--- src/rtl/cpu_bus_arbiter_pkg.sv ---
// Shared types for the CPU memory-bus arbiter: owner encoding, arbiter states
// and the request record held per port.
package cpu_bus_arbiter_pkg;

  localparam logic BUS_OWNER_DATA   = 1'b0;
  localparam logic BUS_OWNER_IFETCH = 1'b1;

  typedef enum logic {
    ARB_IDLE,
    ARB_BUSY
  } arb_state_t;

  typedef struct packed {
    logic [31:0] addr;
    logic        write;
    logic [3:0]  byte_enable;
    logic [31:0] wdata;
  } bus_req_t;

  // Instruction fetches are always full-word reads.
  function automatic bus_req_t fetch_req(input logic [31:0] addr);
    return bus_req_t'{addr: addr, write: 1'b0, byte_enable: 4'b1111, wdata: 32'h0};
  endfunction

endpackage

--- src/rtl/cpu_bus_arbiter_if.sv ---
// Signal bundle between the CPU ports, the arbiter and the memory interconnect.
// The arbiter uses the slave view; the surrounding core/bench uses the master view.
interface cpu_bus_arbiter_if;

  logic        dbus_request;
  logic [31:0] dbus_addr;
  logic        dbus_write;
  logic [3:0]  dbus_byte_enable;
  logic [31:0] dbus_wdata;
  logic        dbus_rvalid;
  logic [31:0] dbus_rdata;
  logic        dbus_busy;
  logic        dbus_error;

  logic        ibus_request;
  logic [31:0] ibus_addr;
  logic        ibus_rvalid;
  logic [31:0] ibus_rdata;
  logic        ibus_error;

  logic        mem_request;
  logic [31:0] mem_addr;
  logic        mem_write;
  logic [3:0]  mem_byte_enable;
  logic [31:0] mem_wdata;
  logic        mem_rvalid;
  logic [31:0] mem_rdata;

  modport slave (
    input  dbus_request, dbus_addr, dbus_write, dbus_byte_enable, dbus_wdata,
    output dbus_rvalid, dbus_rdata, dbus_busy, dbus_error,
    input  ibus_request, ibus_addr,
    output ibus_rvalid, ibus_rdata, ibus_error,
    output mem_request, mem_addr, mem_write, mem_byte_enable, mem_wdata,
    input  mem_rvalid, mem_rdata
  );

  modport master (
    output dbus_request, dbus_addr, dbus_write, dbus_byte_enable, dbus_wdata,
    input  dbus_rvalid, dbus_rdata, dbus_busy, dbus_error,
    output ibus_request, ibus_addr,
    input  ibus_rvalid, ibus_rdata, ibus_error,
    input  mem_request, mem_addr, mem_write, mem_byte_enable, mem_wdata,
    output mem_rvalid, mem_rdata
  );

endinterface

--- src/rtl/cpu_bus_req_latch.sv ---
// One-entry holding register for a single-cycle bus request pulse; stays full
// until the arbiter grants it.
module cpu_bus_req_latch
  import cpu_bus_arbiter_pkg::*;
(
  input  logic     clock,
  input  logic     reset,
  input  logic     capture,
  input  logic     clear,
  input  bus_req_t req_in,
  output logic     full,
  output bus_req_t req
);

  // NOTE: sequential state is always assigned with <= so every flop samples pre-edge values.
  always_ff @(posedge clock) begin
    if (reset)        full <= 1'b0;
    else if (capture) full <= 1'b1;
    else if (clear)   full <= 1'b0;
  end

  // NOTE: the payload has no reset; it is only looked at while full is set.
  always_ff @(posedge clock) begin
    if (capture) req <= req_in;
  end

  // Upstream must not issue a second request before the first one is granted.
  a_no_overrun: assert property (@(posedge clock) disable iff (reset) !(capture && full && !clear));

endmodule

--- src/rtl/cpu_bus_arbiter.sv ---
// Shares the external memory bus between the data and instruction-fetch ports,
// one transaction at a time, with fetch anti-starvation and a bus timeout.
module cpu_bus_arbiter
  import cpu_bus_arbiter_pkg::*;
#(
  parameter int TIMEOUT_CYCLES = 255,
  parameter int MAX_IF_WAIT    = 4
) (
  input logic              clock,
  input logic              reset,
  cpu_bus_arbiter_if.slave bus
);

  localparam int TIMER_W = $clog2(TIMEOUT_CYCLES + 1);
  localparam int WAIT_W  = $clog2(MAX_IF_WAIT + 1);
  localparam logic [TIMER_W-1:0] TIMER_LAST = TIMER_W'(TIMEOUT_CYCLES - 1);
  localparam logic [WAIT_W-1:0]  WAIT_LIMIT = WAIT_W'(MAX_IF_WAIT);

  arb_state_t         state, state_next;
  logic               owner;
  logic               d_full, i_full;
  logic               grant_d, grant_i, complete, timeout;
  logic               data_done, if_done;
  logic [TIMER_W-1:0] timer;
  logic [WAIT_W-1:0]  if_wait_cnt;
  bus_req_t           d_req_in, i_req_in, d_req, i_req, win_req, cur_req, mem_req;

  assign d_req_in = bus_req_t'{addr: bus.dbus_addr, write: bus.dbus_write,
                               byte_enable: bus.dbus_byte_enable, wdata: bus.dbus_wdata};
  assign i_req_in = fetch_req(bus.ibus_addr);

  cpu_bus_req_latch u_data_latch (
    .clock(clock), .reset(reset), .capture(bus.dbus_request), .clear(grant_d),
    .req_in(d_req_in), .full(d_full), .req(d_req)
  );

  cpu_bus_req_latch u_fetch_latch (
    .clock(clock), .reset(reset), .capture(bus.ibus_request), .clear(grant_i),
    .req_in(i_req_in), .full(i_full), .req(i_req)
  );

  always_ff @(posedge clock) begin
    if (reset) state <= ARB_IDLE;
    else       state <= state_next;
  end

  // NOTE: every always_comb output gets a default first so no path can infer a latch.
  always_comb begin
    state_next = state;
    grant_d    = 1'b0;
    grant_i    = 1'b0;
    complete   = 1'b0;
    timeout    = 1'b0;
    case (state)
      ARB_IDLE: begin
        if (d_full || i_full) begin
          // Data wins unless fetch has already been passed over MAX_IF_WAIT times.
          if (i_full && (!d_full || if_wait_cnt == WAIT_LIMIT)) grant_i = 1'b1;
          else                                                   grant_d = 1'b1;
          state_next = ARB_BUSY;
        end
      end
      ARB_BUSY: begin
        timeout  = (timer == TIMER_LAST);
        complete = bus.mem_rvalid || timeout;
        if (complete) state_next = ARB_IDLE;
      end
      default: state_next = ARB_IDLE;
    endcase
  end

  assign win_req = grant_i ? i_req : d_req;

  always_comb begin
    mem_req = '0;
    if (grant_d || grant_i)    mem_req = win_req;
    else if (state == ARB_BUSY) mem_req = cur_req;
  end

  always_ff @(posedge clock) begin
    if (reset) begin
      owner       <= BUS_OWNER_DATA;
      timer       <= '0;
      if_wait_cnt <= '0;
    end else begin
      if (grant_d || grant_i) begin
        owner <= grant_i ? BUS_OWNER_IFETCH : BUS_OWNER_DATA;
        timer <= '0;
      end else if (state == ARB_BUSY) begin
        timer <= timer + 1'b1;
      end
      if (grant_i || !i_full) if_wait_cnt <= '0;
      else if (grant_d)       if_wait_cnt <= if_wait_cnt + 1'b1;
    end
  end

  always_ff @(posedge clock) begin
    if (grant_d || grant_i) cur_req <= win_req;
  end

  assign bus.mem_request     = grant_d || grant_i;
  assign bus.mem_addr        = mem_req.addr;
  assign bus.mem_write       = mem_req.write;
  assign bus.mem_byte_enable = mem_req.byte_enable;
  assign bus.mem_wdata       = mem_req.wdata;

  // A real response beats a coincident timeout, so error only when mem_rvalid is absent.
  assign data_done       = complete && (owner == BUS_OWNER_DATA);
  assign if_done         = complete && (owner == BUS_OWNER_IFETCH);
  assign bus.dbus_rvalid = data_done;
  assign bus.dbus_error  = data_done && !bus.mem_rvalid;
  assign bus.dbus_rdata  = (data_done && bus.mem_rvalid) ? bus.mem_rdata : 32'h0;
  assign bus.ibus_rvalid = if_done;
  assign bus.ibus_error  = if_done && !bus.mem_rvalid;
  assign bus.ibus_rdata  = (if_done && bus.mem_rvalid) ? bus.mem_rdata : 32'h0;

  assign bus.dbus_busy = bus.dbus_request || d_full ||
                         (state == ARB_BUSY && owner == BUS_OWNER_DATA && !complete);

endmodule

--- src/flat_wrapper.sv ---
// flat-port wrapper written by rule: the top's interface ports become plain ports
module cpu_bus_arbiter_flat import cpu_bus_arbiter_pkg::*;
#(
  parameter int TIMEOUT_CYCLES = 255,
  parameter int MAX_IF_WAIT    = 4
)
  (clock, reset, bus_dbus_request, bus_dbus_addr, bus_dbus_write, bus_dbus_byte_enable, bus_dbus_wdata, bus_dbus_rvalid, bus_dbus_rdata, bus_dbus_busy, bus_dbus_error, bus_ibus_request, bus_ibus_addr, bus_ibus_rvalid, bus_ibus_rdata, bus_ibus_error, bus_mem_request, bus_mem_addr, bus_mem_write, bus_mem_byte_enable, bus_mem_wdata, bus_mem_rvalid, bus_mem_rdata);
  cpu_bus_arbiter_if bus_i ();
  input logic clock;
  input logic reset;
  input wire logic [$bits(bus_i.dbus_request)-1:0] bus_dbus_request;
  input wire logic [$bits(bus_i.dbus_addr)-1:0] bus_dbus_addr;
  input wire logic [$bits(bus_i.dbus_write)-1:0] bus_dbus_write;
  input wire logic [$bits(bus_i.dbus_byte_enable)-1:0] bus_dbus_byte_enable;
  input wire logic [$bits(bus_i.dbus_wdata)-1:0] bus_dbus_wdata;
  output wire logic [$bits(bus_i.dbus_rvalid)-1:0] bus_dbus_rvalid;
  output wire logic [$bits(bus_i.dbus_rdata)-1:0] bus_dbus_rdata;
  output wire logic [$bits(bus_i.dbus_busy)-1:0] bus_dbus_busy;
  output wire logic [$bits(bus_i.dbus_error)-1:0] bus_dbus_error;
  input wire logic [$bits(bus_i.ibus_request)-1:0] bus_ibus_request;
  input wire logic [$bits(bus_i.ibus_addr)-1:0] bus_ibus_addr;
  output wire logic [$bits(bus_i.ibus_rvalid)-1:0] bus_ibus_rvalid;
  output wire logic [$bits(bus_i.ibus_rdata)-1:0] bus_ibus_rdata;
  output wire logic [$bits(bus_i.ibus_error)-1:0] bus_ibus_error;
  output wire logic [$bits(bus_i.mem_request)-1:0] bus_mem_request;
  output wire logic [$bits(bus_i.mem_addr)-1:0] bus_mem_addr;
  output wire logic [$bits(bus_i.mem_write)-1:0] bus_mem_write;
  output wire logic [$bits(bus_i.mem_byte_enable)-1:0] bus_mem_byte_enable;
  output wire logic [$bits(bus_i.mem_wdata)-1:0] bus_mem_wdata;
  input wire logic [$bits(bus_i.mem_rvalid)-1:0] bus_mem_rvalid;
  input wire logic [$bits(bus_i.mem_rdata)-1:0] bus_mem_rdata;
  assign bus_i.dbus_request = bus_dbus_request;
  assign bus_i.dbus_addr = bus_dbus_addr;
  assign bus_i.dbus_write = bus_dbus_write;
  assign bus_i.dbus_byte_enable = bus_dbus_byte_enable;
  assign bus_i.dbus_wdata = bus_dbus_wdata;
  assign bus_dbus_rvalid = bus_i.dbus_rvalid;
  assign bus_dbus_rdata = bus_i.dbus_rdata;
  assign bus_dbus_busy = bus_i.dbus_busy;
  assign bus_dbus_error = bus_i.dbus_error;
  assign bus_i.ibus_request = bus_ibus_request;
  assign bus_i.ibus_addr = bus_ibus_addr;
  assign bus_ibus_rvalid = bus_i.ibus_rvalid;
  assign bus_ibus_rdata = bus_i.ibus_rdata;
  assign bus_ibus_error = bus_i.ibus_error;
  assign bus_mem_request = bus_i.mem_request;
  assign bus_mem_addr = bus_i.mem_addr;
  assign bus_mem_write = bus_i.mem_write;
  assign bus_mem_byte_enable = bus_i.mem_byte_enable;
  assign bus_mem_wdata = bus_i.mem_wdata;
  assign bus_i.mem_rvalid = bus_mem_rvalid;
  assign bus_i.mem_rdata = bus_mem_rdata;
  cpu_bus_arbiter #(.TIMEOUT_CYCLES(TIMEOUT_CYCLES), .MAX_IF_WAIT(MAX_IF_WAIT)) u_core (.clock(clock), .reset(reset), .bus(bus_i));
endmodule
--- config.mk ---
export PLATFORM = sky130hd
export DESIGN_NAME = cpu_bus_arbiter_flat
export DESIGN_NICKNAME = d
export VERILOG_FILES = /design/src/rtl/cpu_bus_arbiter_pkg.sv /design/src/rtl/cpu_bus_arbiter_if.sv /design/src/rtl/cpu_bus_req_latch.sv /design/src/rtl/cpu_bus_arbiter.sv /design/src/flat_wrapper.sv
export SDC_FILE = /design/constraint.sdc
export NUM_CORES = 1
export LEC_CHECK = 0
export ABC_CLOCK_PERIOD_IN_PS = 4300
export BUFFER_PORTS_ARGS = -buffer_cell sky130_fd_sc_hd__buf_2
export CAP_MARGIN = 40
export CORE_MARGIN = 3
export CORE_UTILIZATION = 40
export CTS_CLUSTER_SIZE = 20
export DETAILED_ROUTE_END_ITERATION = 10
export GPL_ROUTABILITY_DRIVEN = 0
export HOLD_SLACK_MARGIN = 0.05
export SLEW_MARGIN = 20
export SYNTH_ARGS = -nofsm -noshare
export SYNTH_HDL_FRONTEND = slang
export SYNTH_HIERARCHICAL = 1
export SYNTH_SLANG_ARGS = --single-unit
--- constraint.sdc ---
create_clock -name clock -period 4.3 [get_ports clock]
set_input_delay 0.215 -clock clock [delete_from_list [all_inputs] [get_ports clock]]
set_output_delay 0.215 -clock clock [all_outputs]
set_load 0.01 [all_outputs]
==> results.md, run 1 <==
* Status: completed
* Routed WL at about 24,000 um
* Slew at the pin closest to its max-slew limit at 701 ps
* Setup CP Type: flop to primary output
* Drc violations at 0
* Post-synth ARST share at 0%
* Crit-path max cell delay at 660 ps
* RSZ-0062 raised after global routing: no
* Core Box Area at 0.0229 mm^2
* Total clock sinks at around 220
* Synthesized area at 0.00946 mm^2
* Total grt overflow at 0
* Max Slew Vio Count at 0
* Pre-CTS setup slack at approximately 1700 ps
* Distinct cells, synth at between 40 and 50
* Rows at 55
* Io pins at 277
* Hold Buf Count CTS at 102
* Number of setup violations in the final report at 0
* Crit path max fanout at 57
* CTS tree: done
* Final Cycle Share at between 70% and 80%
* Slew headroom at 53.3%
* CP top delay family: buffers and inverters
* Die ar. at 0.0255 mm^2
* Flops & latches, synth at 222
* P_int at 4.18 mW
* CP Data Required Time at approximately 4100 ps
* ANT cells at 0
* Initial DRC count at 415
* PwrDens at 419 mW/mm^2
* Leakage at 5.36 nW
* Part of the power in combinational logic at 14.7%
* CTS buffer count at 24
* Post-cts sizing count at 0
* Share of cells above drive strength 1 at about 34%
* Die X at between 150 and 200 um
* Clock Power Share at 36.4%
* GRT Total Usage at between 15 and 20%
* Largest net degree at the start of global routing at 120
* Final Power at 5.49 mW
* Final #Nets at between 1,000 and 1,500
* Detailed placer's ending HPWL at roughly 15,000 um
* Area delta synth->final at 38.5%
* Min Hold Slack at 151 ps
* Clock-pin transition on the worst setup and hold timing paths at 60 ps
* Sw Share at 23.8%
* Reg power frac at between 40% and 50%
* Global-route wire length before repair at 38,200 um
* Starting Density at ~41%
* Buf/Inv on CP at 3
* Buffers on Ports at 276
* Critical hold path startpoint: bus_dbus_request
* Cell Count, Final, Fillers Out at 1,382
* Postcts setup bufs at 0
* Clock buffer depth at 3
* Final Critical Period at 3070 ps
* CTS H-tree depth at 1
* Fill count at 1,861
* Insertion delay to the later sink of the worst-skew pair at 520 ps
* Critical register-to-register path startpoint: u_core/if_wait_cnt[0]
* Clock Skews at 21.5 ps
* Final core utilization at a little under three fifths
* Hold Vio Cnt, Final at 0
* 1st-pass router iterations at 4
* Worst-path cell chain: buf_4 -> nand2_1 -> buf_8 -> nor3_1 -> buf_2
* Routed vias at slightly below 7,000
* Post-DP Area at 0.0113 mm^2
* Post-DRT Antenna Nets at 0
* Design area at 0.0131 mm^2
* Vias in the first global route at around 7,000
* Fin worst setup slack at 1230 ps
* Number of synthesized flops with an enable pin at 207
* Element type at the critical path end: primary output
* Setup crit start kind: flop
* Worst setup path start: u_core/state
* Worst IR Drop VDD at about 0.00039 V
* Root Buffer: clkbuf_16
* WP data arrival at ~2900 ps
* Slowest CP cell: dfxtp_2
* Initial antenna violation count at 0
* Chip Height at between 150 and 200 um
* Post-synthesis sequential area ratio at 68.9%
* Post-Place Cells at 1,238
* Syn avg cell area at 14.7 um^2
* Main synth FF type: edfxtp_1
* Max-Cap Viols at 0
* Wire per inst at between 15 and 20 um
* Achievable clock frequency at 0.325 GHz
* Final TNS setup at 0 ps
* Via-to-Cell Ratio at just under 5
* Cell count after synthesis at 645
* Synth warn at 6
* Net Switching at 1.31 mW
* Hold/Removal Path Class: input pin to flop
==> power groups by stage <==
| stage | logic, mW | clock network [mW] | registers, mW |
|---|---|---|---|
| 2_1_floorplan | 0.430 | 0 | 2.69 |
| 3_3_place_gp | 0.722 | 0 | 2.73 |
| 3_5_place_dp | 0.736 | 0 | 2.73 |
| 4_1_cts | 0.816 | 2.06 | 2.68 |
| 5_1_grt | 0.882 | 2.15 | 2.70 |
| 6_report | 0.805 | 2.00 | 2.68 |
==> routing by layer <==
metal | vias up | track usage, % | wire, um
met5 | - | 0 | 0
met1 | 3277 | 22.9 | 9700
li1 | 3236 | - | -
met2 | 291 | 32.5 | 12000
met3 | 27 | 4.85 | 2030
met4 | 0 | 4.30 | 491
==> layout by cell type, fill, tap and decap left out, drive strengths merged, types with 7 or more instances in the layout <==
cell / n
clkinv: 14
dfxtp: 15
conb: 37
nor2: 74
nand2: 36
dlygate4sd3: 102
a21oi: 7
mux2: 69
a221o: 69
edfxtp: 207
buf: 288
clkbuf: 26
and2: 70
==> cell usage after synthesis, drive strengths merged, types with 2 or more instances <==
master,instances,area [um^2]
edfxtp,207,6220
nor2,74,278
and2,70,438
a221o,69,691
mux2,69,777
nand2,36,135
clkbuf,24,90.1
buf,19,114
dfxtp,15,300
a21oi,7,42.5
inv,6,22.5
nand2b,5,31.3
nand4,5,31.3
o21ai,5,25.0
ha,4,50.1
a21boi,3,26.3
or3,3,18.8
xor2,3,26.3
conb,2,7.51
nand3,2,10.0
nor2b,2,12.5
nor3,2,10.0
nor3b,2,20.0
==> path summary, 6_finish.rpt <==
kind	to	slack, ps	depth (start not counted)
worst max-delay path	bus_ibus_error	1230	5
worst min-delay path	u_core/u_data_latch/req[23]	150	1
worst max register to register	u_core/cur_req[68]	1760	6
worst min register to register	u_core/if_wait_cnt[1]	500	2
==> state kept, by name, summed over array words and instances, names as in the netlist <==
| name | flops |
|---|---|
| u_core/u_data_latch/full | 1 |
| u_core/timer | 8 |
| u_core/if_wait_cnt | 3 |
| u_core/owner | 1 |
| u_core/u_fetch_latch/req | 69 |
| u_core/state | 1 |
| u_core/u_data_latch/req | 69 |
| u_core/u_fetch_latch/full | 1 |
| u_core/cur_req | 69 |
==> kinds of logic (layout without fill, tap and decap cells) <==
| group | Yosys count | in the layout | synth area share [%] |
|---|---|---|---|
| adders and majority gates | 4 | 4 | 0.529 |
| other | 2 | 37 | 0.0794 |
| DFF | 222 | 222 | 68.9 |
| AOI/OAI and AO/OA | 91 | 91 | 8.92 |
| and+or+nand+nor | 204 | 204 | 10.6 |
| buffers and inverters | 49 | 438 | 2.39 |
| xor gates and xnor gates | 4 | 4 | 0.370 |
| muxes | 69 | 69 | 8.21 |
==> cell type report <==
type / count / area (um^2) / share of cell area (%)
tap: 313 / 392 / 2.99
inverter: 6 / 23.8 / 0.181
timing repair buffer: 390 / 2540 / 19.4
clock inverter: 16 / 156 / 1.19
clock buffer: 26 / 608 / 4.64
sequential: 222 / 6520 / 49.7
multi-input combinational: 409 / 2870 / 21.9
Power figures use the tool's default switching activity.
==> inputs of run 2 (changes only) <==
--- a/config.mk
+++ b/config.mk
@@ -5,7 +5,8 @@
 export SDC_FILE = /design/constraint.sdc
 export NUM_CORES = 1
 export LEC_CHECK = 0
-export ABC_CLOCK_PERIOD_IN_PS = 4300
+export ABC_AREA = 1
+export ABC_CLOCK_PERIOD_IN_PS = 3000
 export BUFFER_PORTS_ARGS = -buffer_cell sky130_fd_sc_hd__buf_2
 export CAP_MARGIN = 40
 export CORE_MARGIN = 3
==> constraint.sdc (replaced) <==
create_clock -name clock -period 3 [get_ports clock]
set_input_delay 0.15 -clock clock [delete_from_list [all_inputs] [get_ports clock]]
set_output_delay 0.15 -clock clock [all_outputs]
set_load 0.01 [all_outputs]
==> results.md, run 2 <==
* Syn avg cell area at 9.95 um^2 (-32%)
* Post-synthesis sequential area ratio at 63.7% (-5.1 points)
* Cell count after synthesis at 1,028 (+59%)
* Max-Cap Viols at 0 (unchanged)
* Post-synth ARST share at 0% (unchanged)
* Distinct cells, synth at 27 (-34%)
* Starting Density at 41.3% (about the same)
* Final Critical Period at 2630 ps
* Setup crit start kind: flop
* RSZ-0062 raised after global routing: no
* Final Cycle Share at 87.7%
* Core Box Area at 0.0247 mm^2 (+8.0%)
* Root Buffer: clkbuf_16
* Detailed placer's ending HPWL at 15,300 um (-0.23%)
* PwrDens at 591 mW/mm^2 (+41%)
* Hold Buf Count CTS at 102 (unchanged)
* CTS tree: done
* CP Data Required Time at 2850 ps (-1240 ps)
* Initial antenna violation count at 0 (unchanged)
* Crit path max fanout at 39 (-32%)
* Number of setup violations in the final report at 0 (unchanged)
* Cell taking the most area after synthesis: edfxtp_1
* Number of synthesized flops with an enable pin at 207 (unchanged)
* Post-DRT Antenna Nets at 0 (unchanged)
* Leakage at 6.73 nW (+26%)
* Synthesized area at 0.0102 mm^2 (+8.0%)
* Top-count cell post-synth: nand2_1
* CTS H-tree depth at 1 (unchanged)
* Total grt overflow at 0 (unchanged)
* Buffers on Ports at 276 (unchanged)
* Clock-pin transition on the worst setup and hold timing paths at 60 ps (about the same)
* 1st-pass router iterations at 5 (+1)
* CTS buffer count at 26 (+8.3%)
* Adder-Cell Fraction of Synth Area at 0.489% (-0.039 points)
* Area share of the largest cell type after synthesis at 60.8% (-4.9 points)
* Clock Skews at 17.0 ps (-4.47 ps)
* Synth area leaders: edfxtp_1 (61%), nand2_1 (8.6%), inv_1 (7.0%)
* ANT cells at 0 (unchanged)
* Main synth FF type: edfxtp_1
* Hold Vio Cnt, Final at 0 (unchanged)
* Chip Height at 166 um (+3.8%)
* Drc violations at 0 (unchanged)
* Io pins at 277 (unchanged)
* Die ar. at 0.0275 mm^2 (+7.7%)
* Top Registers: u_core/cur_req: 69 flops, u_core/u_data_latch/req: 69 flops, u_core/u_fetch_latch/req: 69 flops
* Final #Nets at 1,573 (+32%)
* Post-Synth Simple-Gate Area at 24.5% (+14 points)
* Area delta synth->final at 36.0%
* WP data arrival at 2480 ps (-380 ps)
* Via-to-Cell Ratio at 4.53 (-8.4%)
* Vias in the first global route at 7,936 (+14%)
* Min Hold Slack at 82.5 ps (-68.4 ps)
* Synth Area in Compound Gates at 0.759% (-8.2 points)
* Xor and xnor area share after synthesis at 0.171% (-0.20 points)
* Final core utilization at 56.2% (-0.99 points)
* Largest net degree at the start of global routing at 106 (-12%)
* Wire per inst at 14.3 um (-18%)
* Share of cells above drive strength 1 at 23.6% (-11 points)
* Status: completed
* Initial DRC count at 508 (+22%)
* Proportion of synthesized area in mux cells at 0% (-8.2 points)
* Synth warn at 6 (unchanged)
* Achievable clock frequency at roughly 0.38 GHz
* Synth cell count leaders: nand2_1 (233), edfxtp_1 (207), inv_1 (192)
* Slew headroom at 48.4% (-4.9 points)
* Clock buffer depth at 3 (unchanged)
* Hold/Removal Path Class: input pin to flop
* Routed vias at 8,026 (+17%)
* Total clock sinks at 222 (unchanged)
* Max Slew Vio Count at 0 (unchanged)
* Die X at 166 um (+3.8%)
* Element type at the critical path end: primary output
* Slew at the pin closest to its max-slew limit at 774 ps (+74.0 ps)
* Setup CP Type: flop to primary output
* Rows at 57 (+3.6%)
* Largest family of logic cells by synthesized area: simple AND/OR/NAND/NOR gates
* Commonest cells after routing, fill and taps aside: buf_2 (274), nand2_1 (233), edfxtp_1 (207)
* GRT Total Usage at 18.0% (-0.46 points)
* Fill count at 2,156 (+16%)
* Postcts setup bufs at 0 (unchanged)
* Global-route wire length before repair at 41,000 um (+7.2%)
* Routed WL at 25,400 um (+5.0%)
* Post-cts sizing count at 0 (unchanged)
* Insertion delay to the later sink of the worst-skew pair at 530 ps (about the same)
* Final TNS setup at 0 ps (unchanged)
* Worst IR Drop VDD at 0.000478 V (+24%)
* Flops & latches, synth at 222 (unchanged)
* Most common cell after layout, fill and taps aside: buf_2
[run 2: layer usage]
layer	GRT usage, %	part of all wire [%]	up-vias
met5	0	0	-
met4	6.08	3.3	0
met3	2.52	4.0	54
met2	31.9	49	217
met1	22.8	43	3658
li1	-	-	4097
[run 2: cell families (layout without fill, tap and decap cells)]
| group | Yosys count | in the layout |
|---|---|---|
| AOI/OAI and AO/OA | 13 | 13 |
| xor gates and xnor gates | 2 | 2 |
| adders and majority gates | 4 | 4 |
| buffers and inverters | 246 | 632 |
| DFF | 222 | 222 |
| other | 2 | 37 |
| and+or+nand+nor | 539 | 539 |
[run 2: worst paths after layout]
check,start,to,slack (ps),cells past startpoint
min,bus_mem_rvalid,u_core/state,80,4
min reg2reg,u_core/if_wait_cnt[0],u_core/if_wait_cnt[0],480,2
max,u_core/u_fetch_latch/full,bus_mem_addr[4],370,6
max reg2reg,u_core/state,u_core/timer[7],930,7
[run 2: layout make-up]
type / count / area [um^2] / area share (%)
Sequential cell: 222 / 6520 / 46.9
Clock inverter: 17 / 199 / 1.43
Clock buffer: 29 / 662 / 4.76
Inverter: 193 / 724 / 5.21
Multi-Input combinational cell: 595 / 2810 / 20.2
Tap cell: 324 / 405 / 2.91
Timing Repair Buffer: 393 / 2590 / 18.6
[run 2: stage by stage]
stage	instances	setup slack, ps	power [mW]	cell area, um^2
2_1_floorplan	1063	1020	4.54	10400
5_1_grt	1773	156	8.63	13900
4_1_cts	1772	256	8.33	13900
3_3_place_gp	1622	850	5.00	12000
3_5_place_dp	1624	818	5.03	12000
6_report	1773	369	8.22	13900
[run 2: critical path, stage by stage (launching register included)]
cell     delay [ps]
dfxtp_4         610
nand3_4         530
buf_4           390
nand2_1          90
nand3_1          70
nand2_1         100
buf_2           140
[run 2: report_power, final]
| part | internal [mW] | leakage (nW) | switching (mW) |
|---|---|---|---|
| clock | 1.93 | 0.415 | 1.23 |
| combinational | 0.509 | 4.18 | 0.752 |
| sequential | 3.72 | 2.13 | 0.0890 |
